$ cat config.mk
export PLATFORM = sky130hd
export DESIGN_NAME = priority_encoder_drain_flat
export DESIGN_NICKNAME = d
export VERILOG_FILES = /design/src/rtl/priority_encoder_drain_if.sv /design/src/rtl/priority_encoder_drain.sv /design/src/flat_wrapper.sv
export SDC_FILE = /design/constraint.sdc
export NUM_CORES = 1
export LEC_CHECK = 0
export CELL_PAD_IN_SITES_DETAIL_PLACEMENT = 0
export CELL_PAD_IN_SITES_GLOBAL_PLACEMENT = 2
export CORE_MARGIN = 2
export CORE_UTILIZATION = 31
export DETAILED_ROUTE_END_ITERATION = 10
export MAX_ROUTING_LAYER = met4
export PLACE_DENSITY_LB_ADDON = 0.1
export SLEW_MARGIN = 20
export SYNTH_ARGS = -nofsm -noshare
export SYNTH_HDL_FRONTEND = slang
export SYNTH_SLANG_ARGS = --single-unit
$ cat constraint.sdc
create_clock -name Clock_In -period 10.44 [get_ports Clock_In]
set_input_delay 2.088 -clock Clock_In [delete_from_list [all_inputs] [get_ports Clock_In]]
set_output_delay 2.088 -clock Clock_In [all_outputs]
set_load 0.02 [all_outputs]
$ cat src/rtl/priority_encoder_drain_if.sv
// Load and index handshakes of the priority encoder drain, bundled as one port.
// The master side collects requests and consumes indices; the slave side is the encoder.
interface priority_encoder_drain_if #(
  parameter int WIDTH = 8
);
  localparam int INDEX_WIDTH = $clog2(WIDTH);

  logic                   Enable_In;
  logic [WIDTH-1:0]       Data_In;
  logic                   Priority_Mode_In;
  logic                   Load_Valid_In;
  logic                   Load_Ready_Out;
  logic                   Index_Valid_Out;
  logic                   Index_Ready_In;
  logic [INDEX_WIDTH-1:0] Index_Out;
  logic                   Last_Out;
  logic [INDEX_WIDTH:0]   Count_Out;
  logic                   Zero_Load_Out;
  logic                   Busy_Out;

  modport master (
    output Enable_In, Data_In, Priority_Mode_In, Load_Valid_In, Index_Ready_In,
    input  Load_Ready_Out, Index_Valid_Out, Index_Out, Last_Out, Count_Out,
           Zero_Load_Out, Busy_Out
  );

  modport slave (
    input  Enable_In, Data_In, Priority_Mode_In, Load_Valid_In, Index_Ready_In,
    output Load_Ready_Out, Index_Valid_Out, Index_Out, Last_Out, Count_Out,
           Zero_Load_Out, Busy_Out
  );
endinterface

$ cat src/rtl/priority_encoder_drain.sv
// Registered priority encoder: captures a request vector, then emits the index of
// every set bit one per transaction in the priority order chosen at load time,
// clearing each bit as it is consumed. Index, last and count outputs are decoded
// from registered state only, so no input reaches Index_Out combinationally.
module priority_encoder_drain #(
  parameter int WIDTH = 8
) (
  input  logic                     Clock_In,
  input  logic                     Reset_In,
  priority_encoder_drain_if.slave  bus
);

  localparam int INDEX_WIDTH = $clog2(WIDTH);
  localparam int COUNT_WIDTH = INDEX_WIDTH + 1;

  typedef enum logic [0:0] {
    ST_IDLE  = 1'b0,
    ST_DRAIN = 1'b1
  } state_e;

  state_e                 state_q, state_d;
  logic [WIDTH-1:0]       pending_q, pending_d;
  logic                   mode_q, mode_d;
  logic                   zero_pulse_q, zero_pulse_d;

  logic                   load_ready_s;
  logic                   index_valid_s;
  logic                   load_fire_s;
  logic                   pop_fire_s;
  logic                   last_s;
  logic [INDEX_WIDTH-1:0] index_s;
  logic [INDEX_WIDTH-1:0] sel_index_s;
  logic [COUNT_WIDTH-1:0] count_s;

  // Number of set bits in a request vector.
  function automatic logic [COUNT_WIDTH-1:0] popcount(input logic [WIDTH-1:0] vec);
    logic [COUNT_WIDTH-1:0] cnt;
    cnt = {COUNT_WIDTH{1'b0}};
    for (int i = 0; i < WIDTH; i++) begin
      cnt = cnt + {{(COUNT_WIDTH-1){1'b0}}, vec[i]};
    end
    return cnt;
  endfunction

  // Index of the highest-priority set bit: lowest index when high_first is 0,
  // highest index when it is 1. The scan direction makes the last hit the winner.
  function automatic logic [INDEX_WIDTH-1:0] select_index(input logic [WIDTH-1:0] vec,
                                                          input logic high_first);
    logic [INDEX_WIDTH-1:0] idx;
    idx = {INDEX_WIDTH{1'b0}};
    for (int i = 0; i < WIDTH; i++) begin
      if (high_first) begin
        idx = vec[i] ? INDEX_WIDTH'(i) : idx;
      end else begin
        idx = vec[WIDTH-1-i] ? INDEX_WIDTH'(WIDTH-1-i) : idx;
      end
    end
    return idx;
  endfunction

  assign load_fire_s = bus.Load_Valid_In & load_ready_s;
  assign pop_fire_s  = index_valid_s & bus.Index_Ready_In;

  // State register: asynchronous reset discards any pending requests.
  always_ff @(posedge Clock_In or posedge Reset_In) begin
    if (Reset_In) begin
      state_q      <= ST_IDLE;
      pending_q    <= {WIDTH{1'b0}};
      mode_q       <= 1'b0;
      zero_pulse_q <= 1'b0;
    end else begin
      state_q      <= state_d;
      pending_q    <= pending_d;
      mode_q       <= mode_d;
      zero_pulse_q <= zero_pulse_d;
    end
  end

  // Next-state logic: load in IDLE, clear one bit per pop in DRAIN, freeze when disabled.
  always_comb begin
    state_d      = state_q;
    pending_d    = pending_q;
    mode_d       = mode_q;
    zero_pulse_d = zero_pulse_q;
    if (bus.Enable_In) begin
      case (state_q)
        ST_IDLE: begin
          zero_pulse_d = 1'b0;
          if (load_fire_s) begin
            pending_d = bus.Data_In;
            mode_d    = bus.Priority_Mode_In;
            if (bus.Data_In != {WIDTH{1'b0}}) begin
              state_d = ST_DRAIN;
            end else begin
              zero_pulse_d = 1'b1;
            end
          end else begin
            pending_d = pending_q;
          end
        end
        ST_DRAIN: begin
          zero_pulse_d = 1'b0;
          if (pop_fire_s) begin
            pending_d = pending_q & ~({{(WIDTH-1){1'b0}}, 1'b1} << index_s);
            if (last_s) begin
              state_d = ST_IDLE;
            end else begin
              state_d = ST_DRAIN;
            end
          end else begin
            pending_d = pending_q;
          end
        end
        default: begin
          state_d = ST_IDLE;
        end
      endcase
    end else begin
      state_d = state_q;
    end
  end

  // Output decode from registered state; only the handshake qualifiers see Enable_In.
  always_comb begin
    load_ready_s  = 1'b0;
    index_valid_s = 1'b0;
    index_s       = {INDEX_WIDTH{1'b0}};
    last_s        = 1'b0;
    count_s       = popcount(pending_q);
    sel_index_s   = select_index(pending_q, mode_q);
    case (state_q)
      ST_IDLE: begin
        load_ready_s = bus.Enable_In;
      end
      ST_DRAIN: begin
        index_valid_s = bus.Enable_In;
        index_s       = sel_index_s;
        last_s        = (count_s == COUNT_WIDTH'(1));
      end
      default: begin
        load_ready_s = 1'b0;
      end
    endcase
  end

  assign bus.Load_Ready_Out  = load_ready_s;
  assign bus.Index_Valid_Out = index_valid_s;
  assign bus.Index_Out       = index_s;
  assign bus.Last_Out        = last_s;
  assign bus.Count_Out       = count_s;
  assign bus.Zero_Load_Out   = zero_pulse_q;
  assign bus.Busy_Out        = (state_q == ST_DRAIN);

endmodule
$ cat src/flat_wrapper.sv
// flat-port wrapper written by rule: the top's interface ports become plain ports
module priority_encoder_drain_flat 
#(
  parameter int WIDTH = 8
)
  (Clock_In, Reset_In, bus_Enable_In, bus_Data_In, bus_Priority_Mode_In, bus_Load_Valid_In, bus_Index_Ready_In, bus_Load_Ready_Out, bus_Index_Valid_Out, bus_Index_Out, bus_Last_Out, bus_Count_Out, bus_Zero_Load_Out, bus_Busy_Out);
  priority_encoder_drain_if #(.WIDTH(WIDTH)) bus_i ();
  input  logic Clock_In;
  input  logic Reset_In;
  input wire logic [$bits(bus_i.Enable_In)-1:0] bus_Enable_In;
  input wire logic [$bits(bus_i.Data_In)-1:0] bus_Data_In;
  input wire logic [$bits(bus_i.Priority_Mode_In)-1:0] bus_Priority_Mode_In;
  input wire logic [$bits(bus_i.Load_Valid_In)-1:0] bus_Load_Valid_In;
  input wire logic [$bits(bus_i.Index_Ready_In)-1:0] bus_Index_Ready_In;
  output wire logic [$bits(bus_i.Load_Ready_Out)-1:0] bus_Load_Ready_Out;
  output wire logic [$bits(bus_i.Index_Valid_Out)-1:0] bus_Index_Valid_Out;
  output wire logic [$bits(bus_i.Index_Out)-1:0] bus_Index_Out;
  output wire logic [$bits(bus_i.Last_Out)-1:0] bus_Last_Out;
  output wire logic [$bits(bus_i.Count_Out)-1:0] bus_Count_Out;
  output wire logic [$bits(bus_i.Zero_Load_Out)-1:0] bus_Zero_Load_Out;
  output wire logic [$bits(bus_i.Busy_Out)-1:0] bus_Busy_Out;
  assign bus_i.Enable_In = bus_Enable_In;
  assign bus_i.Data_In = bus_Data_In;
  assign bus_i.Priority_Mode_In = bus_Priority_Mode_In;
  assign bus_i.Load_Valid_In = bus_Load_Valid_In;
  assign bus_i.Index_Ready_In = bus_Index_Ready_In;
  assign bus_Load_Ready_Out = bus_i.Load_Ready_Out;
  assign bus_Index_Valid_Out = bus_i.Index_Valid_Out;
  assign bus_Index_Out = bus_i.Index_Out;
  assign bus_Last_Out = bus_i.Last_Out;
  assign bus_Count_Out = bus_i.Count_Out;
  assign bus_Zero_Load_Out = bus_i.Zero_Load_Out;
  assign bus_Busy_Out = bus_i.Busy_Out;
  priority_encoder_drain #(.WIDTH(WIDTH)) u_core (.Clock_In(Clock_In), .Reset_In(Reset_In), .bus(bus_i));
endmodule
==> results of run 1 <==
## synth_stat cells, drive strengths merged, types with 3 or more instances
| library cell | number |
|---|---|
| inv | 16 |
| dfrtp | 11 |
| a21oi | 10 |
| o21ai | 9 |
| nand2 | 8 |
| a211oi | 6 |
| buf | 5 |
| fa | 4 |
| nor2 | 4 |
| nor3 | 4 |
| nor4 | 4 |
| o2bb2ai | 4 |
| a2bb2oi | 3 |
| ha | 3 |
| nor2b | 3 |
## metal layers
layer  vias to the layer above  wire length, um  GRT usage, %
met5                         -                0             -
met4                         0               46          5.16
met3                         4               68          3.04
met2                        16             1430          26.6
met1                       508             1580          23.8
li1                        496                -             -
## critical path, cell delays in order (launching register included)
cell and delay (ns):
dfrtp_1 0.48, ha_1 0.32, inv_1 0.05, fa_1 0.54
fa_1 0.42, fa_1 0.42, fa_1 0.53, nand2_1 0.06
nor4_1 0.26, clkdlybuf4s50_1 0.68
## registers in the layout, indices dropped and copies added, names as in the netlist
register and cells:
u_core.bus.Busy_Out 1, u_core.pending_q 8, u_core.bus.Zero_Load_Out 1, u_core.mode_q 1
## final timing paths
check,start,to,slack [ns],cells past startpoint
worst max-delay path,u_core.pending_q[1]$_DFFE_PP0P_,bus_Last_Out,4.31,9
worst min-delay path,u_core.bus.Zero_Load_Out$_DFFE_PP0P_,u_core.bus.Zero_Load_Out$_DFFE_PP0P_,0.53,2
worst max register to register,u_core.pending_q[1]$_DFFE_PP0P_,u_core.bus.Busy_Out$_DFFE_PP0P_,7.11,9
worst min register to register,u_core.bus.Zero_Load_Out$_DFFE_PP0P_,u_core.bus.Zero_Load_Out$_DFFE_PP0P_,0.53,2
max in group asynchronous,Reset_In,u_core.pending_q[5]$_DFFE_PP0P_,7.95,2
min in group asynchronous,Reset_In,u_core.pending_q[3]$_DFFE_PP0P_,2.12,2
## metrics by stage
stage / total power, W / cells / utilization, % / instance area, um^2 / worst slack [ns]
finish: 0.000521 / 191 / 40.8 / 1370 / 4.31
global route: 0.000568 / 191 / 40.8 / 1370 / 4.15
CTS: 0.000523 / 191 / 40.8 / 1370 / 4.29
detailed placement: 0.000484 / 187 / 40.0 / 1340 / 4.57
global placement: 0.000485 / 187 / 40.0 / 1340 / 4.63
floorplan: 0.000342 / 122 / - / 1090 / 4.79
## where the power goes
| part | total, W | internal [W] | switching [W] |
|---|---|---|---|
| registers | 0.0000875 | 0.0000556 | 0.0000319 |
| logic | 0.000401 | 0.000186 | 0.000215 |
| clock network | 0.0000320 | 0.0000142 | 0.0000178 |
## area by class of cell
type / count / area [um^2] / area share [%]
multi-input cells: 88 / 697 / 50.8
flip-flops and latches: 11 / 275 / 20.1
repair buffers: 25 / 250 / 18.2
inverters: 17 / 63.8 / 4.65
well taps: 46 / 57.6 / 4.20
clock buffers: 3 / 22.5 / 1.64
clock inverters: 1 / 5.00 / 0.365
## cells by family (layout without fill, tap and decap cells)
family	after synthesis	after routing
XOR/XNOR	1	1
buffers and inverters	23	46
flip-flops	11	11
AND/OR/NAND/NOR	28	28
AO/OA/AOI/OAI	52	52
adder cells (fa/ha/maj)	7	7
==> summary.md, run 1 <==
| Metric | Value |
|---|---|
| CTS tree | built |
| First DRT Iteration DRCs | 31 |
| # nets final | 167 |
| Clk sinks | 11 |
| Setup TNS | 0 ns |
| F_max | roughly 160 MHz |
| # DRC | 0 |
| Root Driver | clkbuf_4 |
| Tot GR Track Use | between 10% and 20% |
| Number of diodes | 0 |
| Post-route ant nets | 0 |
| DP HPWL | between 2 and 2.5 mm |
| Outcome | finished clean |
| Drt via density | ~5.4 |
| Crit path arrival time | roughly 4 ns |
| VDD IR max | 426 uV |
| Post-synth top area share | 25.3% |
| Die X | 63.2 um |
| Netlist cell types | between 40 and 50 |
| Ports | 26 |
| Yosys reg bits | 11 |
| Initial core utilization | 32.3% |
| Min Tclk post-route | 6.13 ns |
| Ys async rst share | 100% |
| Largest family of logic cells by synthesized area | compound AO/OA/AOI/OAI gates |
| Number of flops mapped to enable cells by yosys | 0 |
| Hold slack | 0.527 ns |
| CP endpoint kind | output port |
| Core ar. | 3360 um^2 |
| Mux cell area share after synthesis | 0% |
| Post-Synth XOR/XNOR Area | 0.806% |
| Synth area leader | dfrtp_1 |
| Layout cells sized above 1 | 11.0% |
| Synth warn | 0 |
| Hold Violations, Final | 0 |
| Die H | 63.2 um |
| Hold_buf cts | 0 |
| Max_cap viols | 0 |
| Die area | approximately 4000 um^2 |
| Slew @ Worst Pin | 0.543 ns |
| Post-cts resize count | 0 |
| Synthesized area per cell | 8.91 um^2 |
| Clock buffer depth | 2 |
| Seq/Total Area, Yosys | between 20% and 30% |
| CP startpoint kind | register |
| CTS clk-pin slew, worst paths | 0.10 ns |
| Row cnt | 21 |
| Routed vias | between 1,000 and 1,500 |
| # fillers | 365 |
| Antenna violations before repair | 0 |
| Routed WL | 3.13 mm |
| Post-CTS setup buffer count | 0 |
| Wirelength per Cell | 16.4 um |
| Number of H-tree levels | 1 |
| Rel. slew slack | 63.8% |
| Leading cell type in the layout, fill and taps excluded | clkdlybuf4s50_1 |
| Critical path start-end classification | reg2out |
| Final Setup Violations | 0 |
| RSZ-0062 raised after global routing | no |
| Critical Path RT | 8.35 ns |
| Gr ovfl total | 0 |
| Latest clock arrival within the worst-skew pair | 0.28 ns |
| I/O Buffers | 25 |
| Top cells by area, synth | dfrtp_1 25%, fa_1 7.4%, inv_1 5.5% |
| Number of global-route vias before repair | ~1,000 |
| Final worst-path cycle share | roughly three fifths |
| Cell count after synthesis | between 100 and 150 |
| Post-synthesis simple-gate area fraction | 14.6% |
| LEAKAGE | 0.525 nW |
| Pwr dens | 380 nW/um^2 |
| First-pass GRT wire length | 5.24 mm |
| P&R area growth vs syn | 26.1% |
| Post-Syn Nets | 143 |
| Main synth FF type | dfrtp_1 |
| Final GP Congestion | slightly below 0.8 |
| Largest net degree at the start of global routing | 17 |
| Crit Path Max Fanout | 9 |
| HP Class | reg2reg |
| Compound-gate portion of the synthesized area | 37.9% |
| First-pass DRT Iterations | 4 |
| Commonest cells after routing, fill and taps aside | 25 x clkdlybuf4s50_1, 16 x inv_1, 11 x dfrtp_1 |
| Adder-Cell Fraction of Synth Area | 10.8% |
| Pins Over Slew Limit | 0 |
| Syn Std Cell Area | 1090 um^2 |
| Worst Clk Skew | 0.0173 ns |
| TritonCTS buffer count | 3 |
Power figures use the tool's default switching activity.
==> run 2, diff against run 1 <==
--- a/config.mk
+++ b/config.mk
@@ -8,7 +8,7 @@
 export CELL_PAD_IN_SITES_DETAIL_PLACEMENT = 0
 export CELL_PAD_IN_SITES_GLOBAL_PLACEMENT = 2
 export CORE_MARGIN = 2
-export CORE_UTILIZATION = 31
+export CORE_UTILIZATION = 29
 export DETAILED_ROUTE_END_ITERATION = 10
 export MAX_ROUTING_LAYER = met4
 export PLACE_DENSITY_LB_ADDON = 0.1
==> constraint.sdc (replaced) <==
create_clock -name Clock_In -period 6.05 [get_ports Clock_In]
set_input_delay 1.21 -clock Clock_In [delete_from_list [all_inputs] [get_ports Clock_In]]
set_output_delay 1.21 -clock Clock_In [all_outputs]
set_load 0.02 [all_outputs]
==> run 2 against run 1 <==
Effect of this change:
- count of clock-buffer cells in the layout unchanged
- clock skew decreased by 0.011 ns
- non-clock buffer count unchanged
- hold slack improved by 0.0054 ns
- worst setup slack got worse by 3.5 ns
- register-to-register slack got worse by 4.4 ns
- clock power increased by 140%
- routed wire length decreased by 0.90%
- cell area increased by 1.6%
- global-route usage decreased by 0.51 points
- critical path type unchanged
- largest power group unchanged
==> summary.md, run 2 (synthesis gave the netlist of run 1 again) <==
| Metric | Value |
|---|---|
| Routed WL | 3.10 mm (was 3.13 mm) |
| Layout cells sized above 1 | 11.0% (unchanged) |
| CTS clk-pin slew, worst paths | 0.06 ns (was 0.10 ns) |
| Number of diodes | 0 (unchanged) |
| HP Class | reg2reg (unchanged) |
| Outcome | finished clean (unchanged) |
| Clk sinks | 11 (unchanged) |
| DP HPWL | 2.45 mm (was 2.43 mm) |
| Hold_buf cts | 0 (unchanged) |
| Tot GR Track Use | 16.9% (was 17.5%) |
| Final Setup Violations | 0 (unchanged) |
| I/O Buffers | 25 (unchanged) |
| Register Area | 275 um^2 (unchanged) |
| Die H | 65.2 um (was 63.2 um) |
| First-pass DRT Iterations | 4 (unchanged) |
| R2R Setup Slk | 2.68 ns (was 7.11 ns) |
| Pins Over Slew Limit | 0 (unchanged) |
| Pwr dens | 655 nW/um^2 (was 380 nW/um^2) |
| Post-cts resize count | 0 (unchanged) |
| Critical path start-end classification | reg2out (unchanged) |
| R2r endpoint | u_core.bus.Busy_Out$_DFFE_PP0P_ (unchanged) |
| Worst hold endpoint | u_core.bus.Zero_Load_Out$_DFFE_PP0P_ (unchanged) |
| P&R area growth vs syn | 28.1% (was 26.1%) |
| F_max | around 190 MHz |
| Crit Path Max Fanout | 9 (unchanged) |
| Post-CTS setup buffer count | 0 (unchanged) |
| # DRC | 0 (unchanged) |
| RSZ-0062 raised after global routing | no (unchanged) |
| Gr ovfl total | 0 (unchanged) |
| Reg2reg start | u_core.pending_q[1]$_DFFE_PP0P_ (unchanged) |
| Rel. slew slack | 63.5% (was 63.8%) |
| Commonest cells after routing, fill and taps aside | 25 x clkdlybuf4s50_1, 16 x inv_1, 11 x dfrtp_1 (unchanged) |
| Ports | 26 (unchanged) |
| Multi-input gate area | 697 um^2 (unchanged) |
| Antenna violations before repair | 0 (unchanged) |
| LEAKAGE | 0.532 nW (was 0.525 nW) |
| Post-route ant nets | 0 (unchanged) |
| Routed vias | 1,036 (was 1,024) |
| CTS tree | built (unchanged) |
| Initial core utilization | 29.9% (was 32.3%) |
| Hold Path Stages | 2 (unchanged) |
| Worst reg2reg path depth | 9 (unchanged) |
| Fin util | 38.3% (was 40.8%) |
| Final GP Congestion | 0.771 (was 0.772) |
| First-pass GRT wire length | 5.28 mm (was 5.24 mm) |
| Hold_sp | u_core.bus.Zero_Load_Out$_DFFE_PP0P_ (unchanged) |
| VDD IR max | 839 uV (was 426 uV) |
| Worst Clk Skew | 0.00661 ns (was 0.0173 ns) |
| Number of flip-flops under the largest register name | 8 (unchanged) |
| Min Tclk post-route | approximately 5.2 ns |
| Root Driver | clkbuf_8 (was clkbuf_4) |
| Setup TNS | 0 ns (unchanged) |
| Number of H-tree levels | 1 (unchanged) |
| Leading cell type in the layout, fill and taps excluded | clkdlybuf4s50_1 (unchanged) |
| Largest net degree at the start of global routing | 17 (unchanged) |
| Hold Violations, Final | 0 (unchanged) |
| Row cnt | 22 (was 21) |
| Core ar. | 3630 um^2 (was 3360 um^2) |
| Clock buffer depth | 2 (unchanged) |
| CP endpoint kind | output port (unchanged) |
| Slew @ Worst Pin | 0.547 ns (was 0.543 ns) |
| Most flops, register | u_core.pending_q (unchanged) |
| First DRT Iteration DRCs | 58 (was 31) |
| Drt via density | 5.37 (was 5.36) |
| Crit path arrival time | 4.04 ns (about the same) |
| Critical Path RT | 4.84 ns (was 8.35 ns) |
| Wirelength per Cell | 16.1 um (was 16.4 um) |
| Final worst-path cycle share | 86.7% |
| CP startpoint kind | register (unchanged) |
| Die X | 65.2 um (was 63.2 um) |
| # nets final | 167 (unchanged) |
| Max_cap viols | 0 (unchanged) |
| Tot Pwr | 0.000912 W (was 0.000521 W) |
| TritonCTS buffer count | 3 (unchanged) |
| Die area | 4250 um^2 (was 4000 um^2) |
| Latest clock arrival within the worst-skew pair | 0.25 ns (was 0.28 ns) |
| # fillers | 385 (was 365) |
| Worst setup startpoint | u_core.pending_q[1]$_DFFE_PP0P_ (unchanged) |
| Number of global-route vias before repair | 1,040 (was 1,039) |
run 2: cell counts in the layout (fill, tap and decap cells not counted):
Identical to the previous run, type by type.
run 2: worst max-delay path by stage:
stage,end,cells past startpoint
2_1_floorplan,bus_Last_Out,8
3_3_place_gp,bus_Last_Out,9
3_5_place_dp,bus_Last_Out,9
4_1_cts,bus_Last_Out,9
5_1_grt,bus_Last_Out,9
6_report,bus_Last_Out,9
run 2: final cells by class:
| type | count | area share (%) |
|---|---|---|
| Inverter | 17 | 4.58 |
| Clock buffer | 3 | 2.96 |
| Sequential cell | 11 | 19.8 |
| Clock inverter | 1 | 0.359 |
| Tap cell | 48 | 4.31 |
| Multi-Input combinational cell | 88 | 50.0 |
| Timing Repair Buffer | 25 | 18.0 |
run 2: through the flow:
stage / hold slack, ns / setup slack (ns) / instances / cell area [um^2]
finish: 0.532 / 0.805 / 193 / 1390
global route: 0.559 / 0.569 / 193 / 1390
CTS: 0.539 / 0.783 / 193 / 1390
detailed placement: 0.530 / 1.05 / 189 / 1350
global placement: 0.500 / 1.10 / 189 / 1350
floorplan: 0.569 / 1.28 / 122 / 1090
run 2: critical path, stage by stage (launching register included):
cell             delay (ns)
dfrtp_1                0.49
ha_1                   0.33
inv_1                  0.05
fa_1                   0.55
fa_1                   0.42
fa_1                   0.42
fa_1                   0.39
xnor2_1                0.15
nor4_1                 0.32
clkdlybuf4s50_1        0.68
run 2: layer usage:
| layer | vias to the layer above | track usage [%] | part of all wire [%] |
|---|---|---|---|
| met5 | - | - | 0 |
| met4 | 0 | 7.81 | 1.6 |
| met3 | 4 | 2.23 | 3.6 |
| met2 | 27 | 24.9 | 46 |
| met1 | 510 | 23.2 | 48 |
| li1 | 495 | - | - |
run 2: report_power, final:
group | total, W | switching, W | internal [W] | leakage, nW
sequential | 0.000151 | 0.0000552 | 0.0000963 | 0.110
clock | 0.0000775 | 0.0000320 | 0.0000455 | 0.0255
combinational | 0.000683 | 0.000364 | 0.000319 | 0.397
==> run 3, diff against run 2 <==
--- a/config.mk
+++ b/config.mk
@@ -10,6 +10,7 @@
 export CORE_MARGIN = 2
 export CORE_UTILIZATION = 29
 export DETAILED_ROUTE_END_ITERATION = 10
+export GPL_ROUTABILITY_DRIVEN = 0
 export MAX_ROUTING_LAYER = met4
 export PLACE_DENSITY_LB_ADDON = 0.1
 export SLEW_MARGIN = 20
==> results of run 3 <==
No change in the layout: final DEF, timing and power equal those of run 2.
